<file path="config.mk">
export PLATFORM = sky130hd
export DESIGN_NAME = melody_sequencer
export DESIGN_NICKNAME = d
export VERILOG_FILES = /design/src/rtl/melody_sequencer.sv
export SDC_FILE = /design/constraint.sdc
export NUM_CORES = 1
export LEC_CHECK = 0
export ABC_AREA = 1
export BUFFER_PORTS_ARGS = -buffer_cell sky130_fd_sc_hd__buf_2
export CAP_MARGIN = 20
export CELL_PAD_IN_SITES_DETAIL_PLACEMENT = 2
export CELL_PAD_IN_SITES_GLOBAL_PLACEMENT = 2
export CORE_ASPECT_RATIO = 0.7
export CORE_MARGIN = 2
export CORE_UTILIZATION = 38
export DETAILED_ROUTE_END_ITERATION = 8
export PLACE_DENSITY = 0.8
export SYNTH_ARGS = -nofsm -noshare
export SYNTH_HDL_FRONTEND = slang
export SYNTH_SLANG_ARGS = --single-unit
</file>
<file path="constraint.sdc">
create_clock -name clk -period 4.3 [get_ports clk]
set_clock_uncertainty 0.2 [all_clocks]
set_input_delay 0.43 -clock clk [delete_from_list [all_inputs] [get_ports clk]]
set_output_delay 0.43 -clock clk [all_outputs]
set_load 0.01 [all_outputs]
</file>
<file path="src/rtl/melody_sequencer.sv">
// Melody sequencer: passes live key presses to the Speaker note code, records them as
// (rest, note, duration) segments and plays the stored melody back with tick-accurate timing.
module melody_sequencer #(
   parameter int DEPTH    = 32,
   parameter int DUR_W    = 8,
   parameter int TICK_DIV = 1000000,
   localparam int LW      = $clog2(DEPTH + 1)
) (
   input  logic          clk,
   input  logic          rst_n,
   input  logic [15:0]   keys,
   input  logic          rec_p,
   input  logic          play_p,
   input  logic          stop_p,
   output logic [3:0]    hex,
   output logic          note_on,
   output logic          recording,
   output logic          playing,
   output logic          full,
   output logic [LW-1:0] length
);

   localparam int AW = $clog2(DEPTH);
   localparam int PW = (TICK_DIV > 1) ? $clog2(TICK_DIV) : 1;
   localparam int SW = 1 + 4 + DUR_W;
   localparam logic [DUR_W-1:0] DUR_MAX = '1;

   typedef enum logic [1:0] {IDLE, REC, PLAY} state_t;

   state_t           state_reg, state_next;
   logic [PW-1:0]    presc_reg, presc_next;
   logic [DUR_W-1:0] dur_reg, dur_next;   // REC: ticks elapsed; PLAY: ticks remaining
   logic [AW-1:0]    idx_reg, idx_next;
   logic             seg_active_reg, seg_active_next;
   logic             seg_rest_reg, seg_rest_next;
   logic [3:0]       seg_code_reg, seg_code_next;
   logic [3:0]       hex_reg, hex_next;
   logic             note_on_reg, note_on_next;
   logic [LW-1:0]    length_reg, length_next;
   logic             full_reg, full_next;
   logic             load_pend_reg, load_pend_next;

   logic [SW-1:0]    mem [DEPTH];
   logic [SW-1:0]    rd_data_reg;
   logic [AW-1:0]    rd_addr;
   logic             wr_en;
   logic [SW-1:0]    wr_data;

   logic [3:0]       key_code;
   logic             key_rest;
   logic             tick;
   logic [DUR_W-1:0] dur_eff;
   logic             seg_changed;
   logic             do_write;
   logic             rd_rest;
   logic [3:0]       rd_code;
   logic [DUR_W-1:0] rd_dur;

   always_comb begin
      key_code = 4'd0;
      for (int i = 15; i >= 0; i--) begin
         if (keys[i]) key_code = 4'(i);
      end
   end

   assign key_rest = (keys == 16'd0);
   assign tick     = (presc_reg == PW'(TICK_DIV - 1));
   // dur never exceeds DUR_MAX-1 while held, so the tick landing on this edge always fits
   assign dur_eff  = dur_reg + DUR_W'(tick);
   assign rd_rest  = rd_data_reg[SW-1];
   assign rd_code  = rd_data_reg[DUR_W+3:DUR_W];
   assign rd_dur   = rd_data_reg[DUR_W-1:0];

   always_comb begin
      state_next      = state_reg;
      presc_next      = tick ? '0 : presc_reg + PW'(1);
      dur_next        = dur_reg;
      idx_next        = idx_reg;
      seg_active_next = seg_active_reg;
      seg_rest_next   = seg_rest_reg;
      seg_code_next   = seg_code_reg;
      hex_next        = hex_reg;
      note_on_next    = note_on_reg;
      length_next     = length_reg;
      full_next       = full_reg;
      load_pend_next  = load_pend_reg;
      rd_addr         = idx_reg + AW'(1);
      wr_en           = 1'b0;
      wr_data         = {seg_rest_reg, seg_code_reg, dur_eff};
      seg_changed     = (key_rest != seg_rest_reg) || (key_code != seg_code_reg);
      do_write        = 1'b0;

      case (state_reg)
         IDLE, REC: begin
            note_on_next = ~key_rest;
            if (!key_rest) hex_next = key_code;
            if (state_reg == IDLE) begin
               if (stop_p) begin
                  state_next = IDLE;
               end else if (rec_p) begin
                  state_next      = REC;
                  length_next     = '0;
                  full_next       = 1'b0;
                  seg_active_next = 1'b0;
                  presc_next      = '0;
               end else if (play_p && (length_reg != '0)) begin
                  state_next     = PLAY;
                  idx_next       = '0;
                  load_pend_next = 1'b1;
                  rd_addr        = '0;
                  presc_next     = '0;
               end
            end else begin
               if (stop_p) begin
                  do_write        = seg_active_reg && (dur_eff != '0);
                  seg_active_next = 1'b0;
                  state_next      = IDLE;
                  presc_next      = '0;
               end else if (!seg_active_reg) begin
                  if (!key_rest) begin
                     seg_active_next = 1'b1;
                     seg_rest_next   = 1'b0;
                     seg_code_next   = key_code;
                     dur_next        = '0;
                     presc_next      = '0;
                  end
               end else if (seg_changed) begin
                  do_write      = (dur_eff != '0);
                  seg_rest_next = key_rest;
                  seg_code_next = key_code;
                  dur_next      = '0;
                  presc_next    = '0;
               end else if (dur_eff == DUR_MAX) begin
                  do_write   = 1'b1;
                  dur_next   = '0;
                  presc_next = '0;
               end else begin
                  dur_next = dur_eff;
               end

               if (do_write) begin
                  wr_en       = 1'b1;
                  length_next = length_reg + LW'(1);
                  if (length_reg == LW'(DEPTH - 1)) begin
                     full_next       = 1'b1;
                     state_next      = IDLE;
                     seg_active_next = 1'b0;
                     presc_next      = '0;
                  end
               end
            end
         end

         PLAY: begin
            // rd_data_reg always holds the entry after idx, so segments change with no gap
            if (stop_p) begin
               state_next   = IDLE;
               note_on_next = 1'b0;
               presc_next   = '0;
            end else if (load_pend_reg) begin
               load_pend_next = 1'b0;
               hex_next       = rd_code;
               note_on_next   = ~rd_rest;
               dur_next       = rd_dur;
               presc_next     = '0;
            end else if (tick) begin
               if (dur_reg == DUR_W'(1)) begin
                  if (LW'(idx_reg) + LW'(1) == length_reg) begin
                     state_next   = IDLE;
                     note_on_next = 1'b0;
                     presc_next   = '0;
                  end else begin
                     idx_next     = idx_reg + AW'(1);
                     rd_addr      = idx_reg + AW'(2);
                     hex_next     = rd_code;
                     note_on_next = ~rd_rest;
                     dur_next     = rd_dur;
                     presc_next   = '0;
                  end
               end else begin
                  dur_next = dur_reg - DUR_W'(1);
               end
            end
         end

         default: state_next = IDLE;
      endcase
   end

   always_ff @(posedge clk or negedge rst_n) begin
      if (!rst_n) begin
         state_reg      <= IDLE;
         presc_reg      <= '0;
         dur_reg        <= '0;
         idx_reg        <= '0;
         seg_active_reg <= 1'b0;
         seg_rest_reg   <= 1'b0;
         seg_code_reg   <= 4'd0;
         hex_reg        <= 4'd0;
         note_on_reg    <= 1'b0;
         length_reg     <= '0;
         full_reg       <= 1'b0;
         load_pend_reg  <= 1'b0;
      end else begin
         state_reg      <= state_next;
         presc_reg      <= presc_next;
         dur_reg        <= dur_next;
         idx_reg        <= idx_next;
         seg_active_reg <= seg_active_next;
         seg_rest_reg   <= seg_rest_next;
         seg_code_reg   <= seg_code_next;
         hex_reg        <= hex_next;
         note_on_reg    <= note_on_next;
         length_reg     <= length_next;
         full_reg       <= full_next;
         load_pend_reg  <= load_pend_next;
      end
   end

   // Segment store: contents are never reset, length guards every read
   always_ff @(posedge clk) begin
      if (wr_en) mem[length_reg[AW-1:0]] <= wr_data;
      rd_data_reg <= mem[rd_addr];
   end

   assign hex       = hex_reg;
   assign note_on   = note_on_reg;
   assign recording = (state_reg == REC);
   assign playing   = (state_reg == PLAY);
   assign full      = full_reg;
   assign length    = length_reg;

endmodule

</file>
==> results.tsv, run 1 <==
metric	value	unit
synth.distinct_cells	47	
grt_start_max_net_pins	135	
layout-drive-gt1-share	0.122	
synth-async-reset-ratio	0.112	
r2r.worst_path.cells	23	
max_stage_delay	360	ps
viasPerCell	5.54	
stdcell_count	3148	
placed_area	0.0240	sq mm
leakage	0.0104	uW
critPathKind	flip-flop to flip-flop	
p_clk_frac	0.314	
synth-main-ff-cell	edfxtp_1	
min_path_type	input pin to flip-flop	
hold_viol_final	0	
cts_buffers	49	
ys_ff_latch	483	
routedWlPerCell	26.1	um
die_area	0.0613	sq mm
cts_tree	built	
cp-end-kind	flip-flop	
p_int	9090	uW
num_rows	74	
h-tree-depth	2	
ys_seq_area_frac	0.625	
synth.cells.most_frequent	nand2_1 (487), nand3_1 (418), edfxtp_1 (416), inv_1 (255), nand3b_1 (167)	
fin_crit	4180	ps
dp_hpwl	51.7	mm
max_slew.worst_pin.slew	929	ps
area_delta_synth_final	15.5	%
worst-endpoint-arrival	4270	ps
r2r_setup_slack	120	ps
whs_endpoint	hex[1]$_DFFE_PN0P_	
cpLargestDelayFamily	simple AND/OR/NAND/NOR gates	
largest_reg_flops	416	
crit_buf_inv	5	
status	finished, final reports clean	
slew_headroom	0.377	
dp_cells	3037	
r2r_end	mem[23][11]$_DFFE_PP_	
syn_area	0.0226	sq mm
core_region_area	0.0585	sq mm
cp_max_fo	13	
grt-ovfl-total	0	
die_h	208	um
synth_nets	2260	
synth_edf_count	416	
switching_share	0.356	
io_buffers	34	
seqPwrFrac	0.407	
antenna_left	0	
postSynthAreaPerCell	10.1	sq um
yosys_warnings	0	
start_kind	flip-flop	
cts.sinks	483	
path_clk_slew	70	ps
crit_required	4390	ps
gp_congestion	0.852	
min-delay-start	keys[1]	
io_pins	35	
vias	17400	
yosys.area.top_type	edfxtp_1	
initial_utilization	0.385	
track_usage	0.264	
clock_path_buffers	3	
hold_depth	4	
finalMaxSlewViolations	0	
syn_inst	2228	
max_clock_freq	239	MHz
drv_cap	0	
grt_pass1_wl	120	mm
pwr-share-comb	0.279	
drt_iter0_drc	1620	
dieWidth	295	um
synth.top_cell.area_share	0.554	
clockRootBuffer	clkbuf_16	
reg2reg_from	presc_reg[0]$_DFF_PN0_	
wl	82.1	mm
p_per_area	542	mW/mm^2
postLayoutCellArea	0.0260	sq mm
synth.most_common_cell	nand2_1	
ir_drop	332	uV
drc_errors	0	
slowest_stage	dfrtp_1	
fin_setup_tns	0	ps
switchingPower	5030	uW
nets	2344	
worstSkewPairLatency	590	ps
crit_chain	ha_2 > nand2_1 > nor2_2 > nand2_2 > inv_2 > nand3_2 > inv_4 > ha_4 > ha_2 > nand3_2 > nand3b_1 > xor2_2 > inv_1 > nand4_1 > or2_1 > nand4_2 > nand2_1 > nand2_2 > nand3_4 > inv_8 > nand2_4 > nor2_1 > buf_6	
antenna_found_initial	4	
finalCritPeriodShare	0.973	
drtPass1Iterations	7	
synthTopCellsByArea	edfxtp_1 (55%), nand3_1 (9.3%), nand2_1 (8.1%)	
grt_pass1_vias	18800	
setup_viol	0	
whs	33.5	ps
post-route-util	0.445	
-- repair_timing --
item                                    CTS  global route
cloned                                    3             8
buffers inserted                          1             8
pin swaps                                 2             6
endpoints found under the setup margin  422           448
hold endpoints to repair                 55             0
gates resized for setup                  29            60
hold buffers                              2             0
-- kinds of logic (layout without fill, tap and decap cells) --
kind of cell | count (synthesis) | after routing | synth area share
simple gates | 1234 | 1237 | 0.264
flops | 483 | 483 | 0.625
buf+inv | 389 | 507 | 0.0727
compound gates | 87 | 87 | 0.0226
xor+xnor | 24 | 24 | 0.00932
fa+ha+maj | 11 | 11 | 0.00610
other cells | 0 | 1 | 0
-- power by group through the flow --
stage	Sequential, uW	Clock, uW	Combinational (uW)
after CTS	5740	4480	3790
after global routing	5760	4650	4220
final	5750	4430	3940
after global placement	5820	0	3540
after detailed placement	5830	0	3730
after floorplan	5850	0	2000
-- stage by stage --
step                setup WS, ps  power (uW)
floorplan                   -188        7840
global placement            94.8        9360
finish                       118       14100
detailed placement          -289        9560
global route               -92.4       14600
CTS                         33.2       14000
-- metal layers --
layer  vias up  part of all wire  wire length [um]  global-route usage
met1      9019              0.42             34800               0.352
met4         0             0.027              2200              0.0746
met5         -                 0                 0                   0
li1       7735                 -                 -                   -
met3       144             0.071              5790              0.0573
met2       528              0.48             39300               0.434
-- cell type report --
cell class | count | area (sq um)
tap | 798 | 998
multi-input combinational | 1359 | 7080
clock inverter | 19 | 241
timing repair buffer | 146 | 1230
inverter | 273 | 1040
sequential | 483 | 14100
antenna | 1 | 2.50
fill | 6172 | 32500
clock buffer | 69 | 1350
-- how the worst max path moves through the flow --
stage	startpoint	endpoint	slack, ps	cells after the start
floorplan	presc_reg[0]$_DFF_PN0_	mem[10][0]$_DFFE_PP_	-190	22
global placement	presc_reg[0]$_DFF_PN0_	mem[17][12]$_DFFE_PP_	90	23
detailed placement	presc_reg[0]$_DFF_PN0_	mem[9][3]$_DFFE_PP_	-290	23
CTS	presc_reg[0]$_DFF_PN0_	mem[24][2]$_DFFE_PP_	30	24
global route	presc_reg[0]$_DFF_PN0_	mem[23][11]$_DFFE_PP_	-90	23
finish	presc_reg[0]$_DFF_PN0_	mem[23][11]$_DFFE_PP_	120	23
-- worst min-delay path, stage by stage --
cell,delay (ps)
buf_2,100
nor2_2,60
nand3_1,100
a31oi_1,90
-- layout by cell type (no fill, tap or decap), types with 5 or more instances in the layout --
cell type	Yosys	routed
nand2_1	487	484
edfxtp_1	416	416
nand3_1	418	415
inv_1	255	252
nand3b_1	167	167
nor2_1	108	93
buf_4	5	73
dfrtp_1	54	54
clkbuf_16	0	51
o21ai_0	37	37
buf_2	50	34
buf_6	13	27
xor2_1	19	17
clkbuf_1	32	17
a21oi_1	15	15
inv_2	14	14
a31oi_1	15	14
nand4_1	13	13
dfxtp_1	13	13
clkinv_1	4	10
nor2_4	0	9
buf_12	0	9
nor2_2	2	8
ha_1	11	8
nor3_1	8	7
nand2_2	10	7
clkinv_2	0	7
bufinv_16	0	6
nand3_2	3	5
xnor2_1	5	5
or2_2	5	5
o211ai_1	5	5
nand2_4	0	5
Power figures use the tool's default switching activity.
==> run 2: changes to the inputs <==
--- a/config.mk
+++ b/config.mk
@@ -5,16 +5,15 @@
 export SDC_FILE = /design/constraint.sdc
 export NUM_CORES = 1
 export LEC_CHECK = 0
-export ABC_AREA = 1
 export BUFFER_PORTS_ARGS = -buffer_cell sky130_fd_sc_hd__buf_2
 export CAP_MARGIN = 20
 export CELL_PAD_IN_SITES_DETAIL_PLACEMENT = 2
 export CELL_PAD_IN_SITES_GLOBAL_PLACEMENT = 2
 export CORE_ASPECT_RATIO = 0.7
 export CORE_MARGIN = 2
-export CORE_UTILIZATION = 38
+export CORE_UTILIZATION = 39
 export DETAILED_ROUTE_END_ITERATION = 8
-export PLACE_DENSITY = 0.8
+export PLACE_DENSITY = 0.79
 export SYNTH_ARGS = -nofsm -noshare
 export SYNTH_HDL_FRONTEND = slang
 export SYNTH_SLANG_ARGS = --single-unit
==> results.tsv, run 2 <==
metric	value	unit	change
status	finished, violations left		
failed_checks	negative setup slack		
fin_setup_tns	-24150	ps	-24,150 ps
max_stage_delay	550	ps	+190 ps
drv_cap	0		unchanged
min_path_type	input pin to flip-flop		
die_area	0.0550	sq mm	-10%
finalCritPeriodShare	1.03		+0.0583
p_per_area	471	mW/mm^2	-13%
ys_seq_area_frac	0.681		+0.0559
synth-async-reset-ratio	0.112		unchanged
grt-ovfl-total	0		unchanged
yosys.area.top_type	edfxtp_1		
stdcell_count	2606		-17%
io_buffers	34		unchanged
viasPerCell	6.19		+12%
crit_required	4380	ps	about the same
register_area	0.0141	sq mm	unchanged
fin_crit	4430	ps	+251 ps
place_ws	-105	ps	+183 ps
busiest_layer	met2		
grt_pass1_wl	114	mm	-4.6%
max_clock_freq	226	MHz	-5.7%
cpLargestDelayFamily	simple AND/OR/NAND/NOR gates		
cts.sinks	483		unchanged
setup_viol	294		+294
postSynthAreaPerCell	11.9	sq um	+17%
synthTopCellsByArea	edfxtp_1 (60%), nand2_1 (7.4%), dfrtp_1 (6.5%)		
worstSkewPairLatency	610	ps	+20 ps
gp_congestion	0.907		+6.5%
fin_ws	-133	ps	-251 ps
multiInputGateArea	0.00684	sq mm	-3.4%
wl	85.0	mm	+3.5%
crit_chain	or4_4 > nor4_4 > and2_4 > ha_4 > ha_4 > xor2_4 > nand3_1 > or3_1 > nor4_2 > buf_4 > nor2_4 > nand3_2 > or3b_4 > and3_4 > buf_16 > and3_4		
placed_area	0.0224	sq mm	-6.8%
cp-end-kind	flip-flop		
synth_nets	1777		-21%
critPathKind	flip-flop to flip-flop		
cts_buffers	48		-2.0%
drtPass1Iterations	6		-1
dieWidth	279	um	-5.4%
ys_ff_latch	483		unchanged
antenna_found_initial	10		+6
dp_cells	2454		-19%
ir_drop	551	uV	+66%
n_fill_cell	5064		-18%
cts_tree	built		
use_met3	0.0743		+0.0170
layout_common_cells	edfxtp_1 (416), nand2_1 (407), nand3_1 (181)		
synth.cells.most_frequent	edfxtp_1 (416), nand2_1 (409), nand3_1 (182), a21oi_1 (109), nor2_1 (64)		
largest_reg_flops	416		unchanged
grtUsageMet1	0.404		+0.0520
yosys_warnings	0		unchanged
crit_buf_inv	2		-3
drc_errors	0		unchanged
syn_area	0.0207	sq mm	-8.2%
hold_viol_final	0		unchanged
initial_utilization	0.395		+0.00988
synth.top_cell.area_share	0.603		+0.0495
clockRootBuffer	clkbuf_16		
die_h	197	um	-5.3%
area_delta_synth_final	20.3	%	
layout-drive-gt1-share	0.181		+0.0591
routedWlPerCell	32.6	um	+25%
synth_edf_count	416		unchanged
vias	16100		-7.4%
drt_iter0_drc	2038		+26%
dp_hpwl	50.2	mm	-2.9%
cp_max_fo	26		+13
finalMaxSlewViolations	0		unchanged
synth.most_common_cell	edfxtp_1		
clock_path_buffers	3		unchanged
slowest_stage	or4_4		
postLayoutCellArea	0.0249	sq mm	-4.4%
max_slew.worst_pin.slew	1400	ps	+468 ps
num_rows	70		-5.4%
rsz0062_at_grt	true		
syn_inst	1745		-22%
layout_commonest_cell	edfxtp_1		
h-tree-depth	2		unchanged
slew_headroom	0.0668		-0.310
io_pins	35		unchanged
antenna_left	0		unchanged
worst-endpoint-arrival	4510	ps	+240 ps
track_usage	0.286		+0.0221
start_kind	flip-flop		
nets	1912		-18%
grt_start_max_net_pins	63		-53%
core_region_area	0.0524	sq mm	-10%
path_clk_slew	70	ps	about the same
grt_pass1_vias	16400		-13%
synth-main-ff-cell	edfxtp_1		
gr-usage-met2	0.442		+0.00778
power	11700	uW	-17%
synth.distinct_cells	74		+57%
leakage	0.00893	uW	-14%
==> run 2: cell count changes after synthesis, sizes merged, moves of 16 or more <==
cell | before | now
inv | 269 | 20
nand2 | 497 | 409
mux2i | 0 | 27
nor2 | 110 | 65
a31oi | 15 | 31
clkbuf | 32 | 48
nand3 | 421 | 182
nor3 | 10 | 29
and3 | 1 | 58
a21oi | 16 | 110
buf | 84 | 54
nand3b | 167 | 2
==> run 2: what timing repair did <==
| item | in CTS | in global routing |
|---|---|---|
| hold buffers | 2 | 0 |
| resized for setup | 11 | 73 |
| setup endpoints to repair | 223 | 436 |
| cloned | 0 | 31 |
| pin swaps | 2 | 7 |
| buffers inserted | 3 | 24 |
| endpoints found under the hold margin | 22 | 0 |
==> run 2: worst paths after layout <==
| check | start | end | slack (ps) | cells past startpoint |
|---|---|---|---|---|
| max | presc_reg[11]$_DFF_PN0_ | mem[20][8]$_DFFE_PP_ | -130 | 16 |
| min | keys[1] | seg_code_reg[1]$_DFFE_PN0P_ | 120 | 4 |
| max reg2reg | presc_reg[11]$_DFF_PN0_ | mem[20][8]$_DFFE_PP_ | -130 | 16 |
| min reg2reg | hex[0]$_DFFE_PN0P_ | hex[0]$_DFFE_PN0P_ | 310 | 1 |
| max in group asynchronous | rst_n | hex[2]$_DFFE_PN0P_ | 2770 | 3 |
| min in group asynchronous | rst_n | dur_reg[3]$_DFFE_PN0P_ | 160 | 2 |
==> run 2: metal layers <==
metal,up-vias,part of all wire,wire [um]
met5,-,0.00076,65
met1,8432,0.42,35700
met4,10,0.025,2100
li1,6694,-,-
met3,165,0.098,8350
met2,833,0.46,38800
==> run 2: final cells by class <==
type / count / area share
sequential: 483 / 0.566
multi-input combinational: 1165 / 0.275
timing repair buffer: 161 / 0.0572
clock buffer: 62 / 0.0533
tap: 684 / 0.0344
clock inverter: 27 / 0.0107
inverter: 21 / 0.00317
antenna: 3 / 0.000301
==> run 2: kinds of logic (layout without fill, tap and decap cells) <==
kind of cell,after synthesis,count (layout),synth area share
DFF,483,483,0.681
adders and majority gates,11,11,0.00665
AOI/OAI and AO/OA,239,239,0.0709
buffers and inverters,123,271,0.0268
and+or+nand+nor,815,839,0.180
other,0,3,0
xor gates and xnor gates,39,39,0.0165
muxes,35,37,0.0182
==> run 2: per-stage QoR <==
step            util  hold slack [ps]
2_1_floorplan      -            -65.6
3_3_place_gp   0.427              221
3_5_place_dp   0.427              231
4_1_cts        0.459             99.3
5_1_grt        0.475              145
6_report       0.475              118
==> run 2: power by group <==
part           internal (uW)  switching, uW  total (uW)
logic                    455           1370        1820
registers               5390            117        5500
clock network           2480           1920        4400
total                   8320           3410       11700
==> run 2: worst register-to-register path, delay by kind of cell, from the launching register on <==
| kind | cells | cell delay [ps] |
|---|---|---|
| xor+xnor | 1 | 200 |
| simple gates | 11 | 2590 |
| fa+ha+maj | 2 | 310 |
| flops | 1 | 390 |
| buf+inv | 2 | 400 |
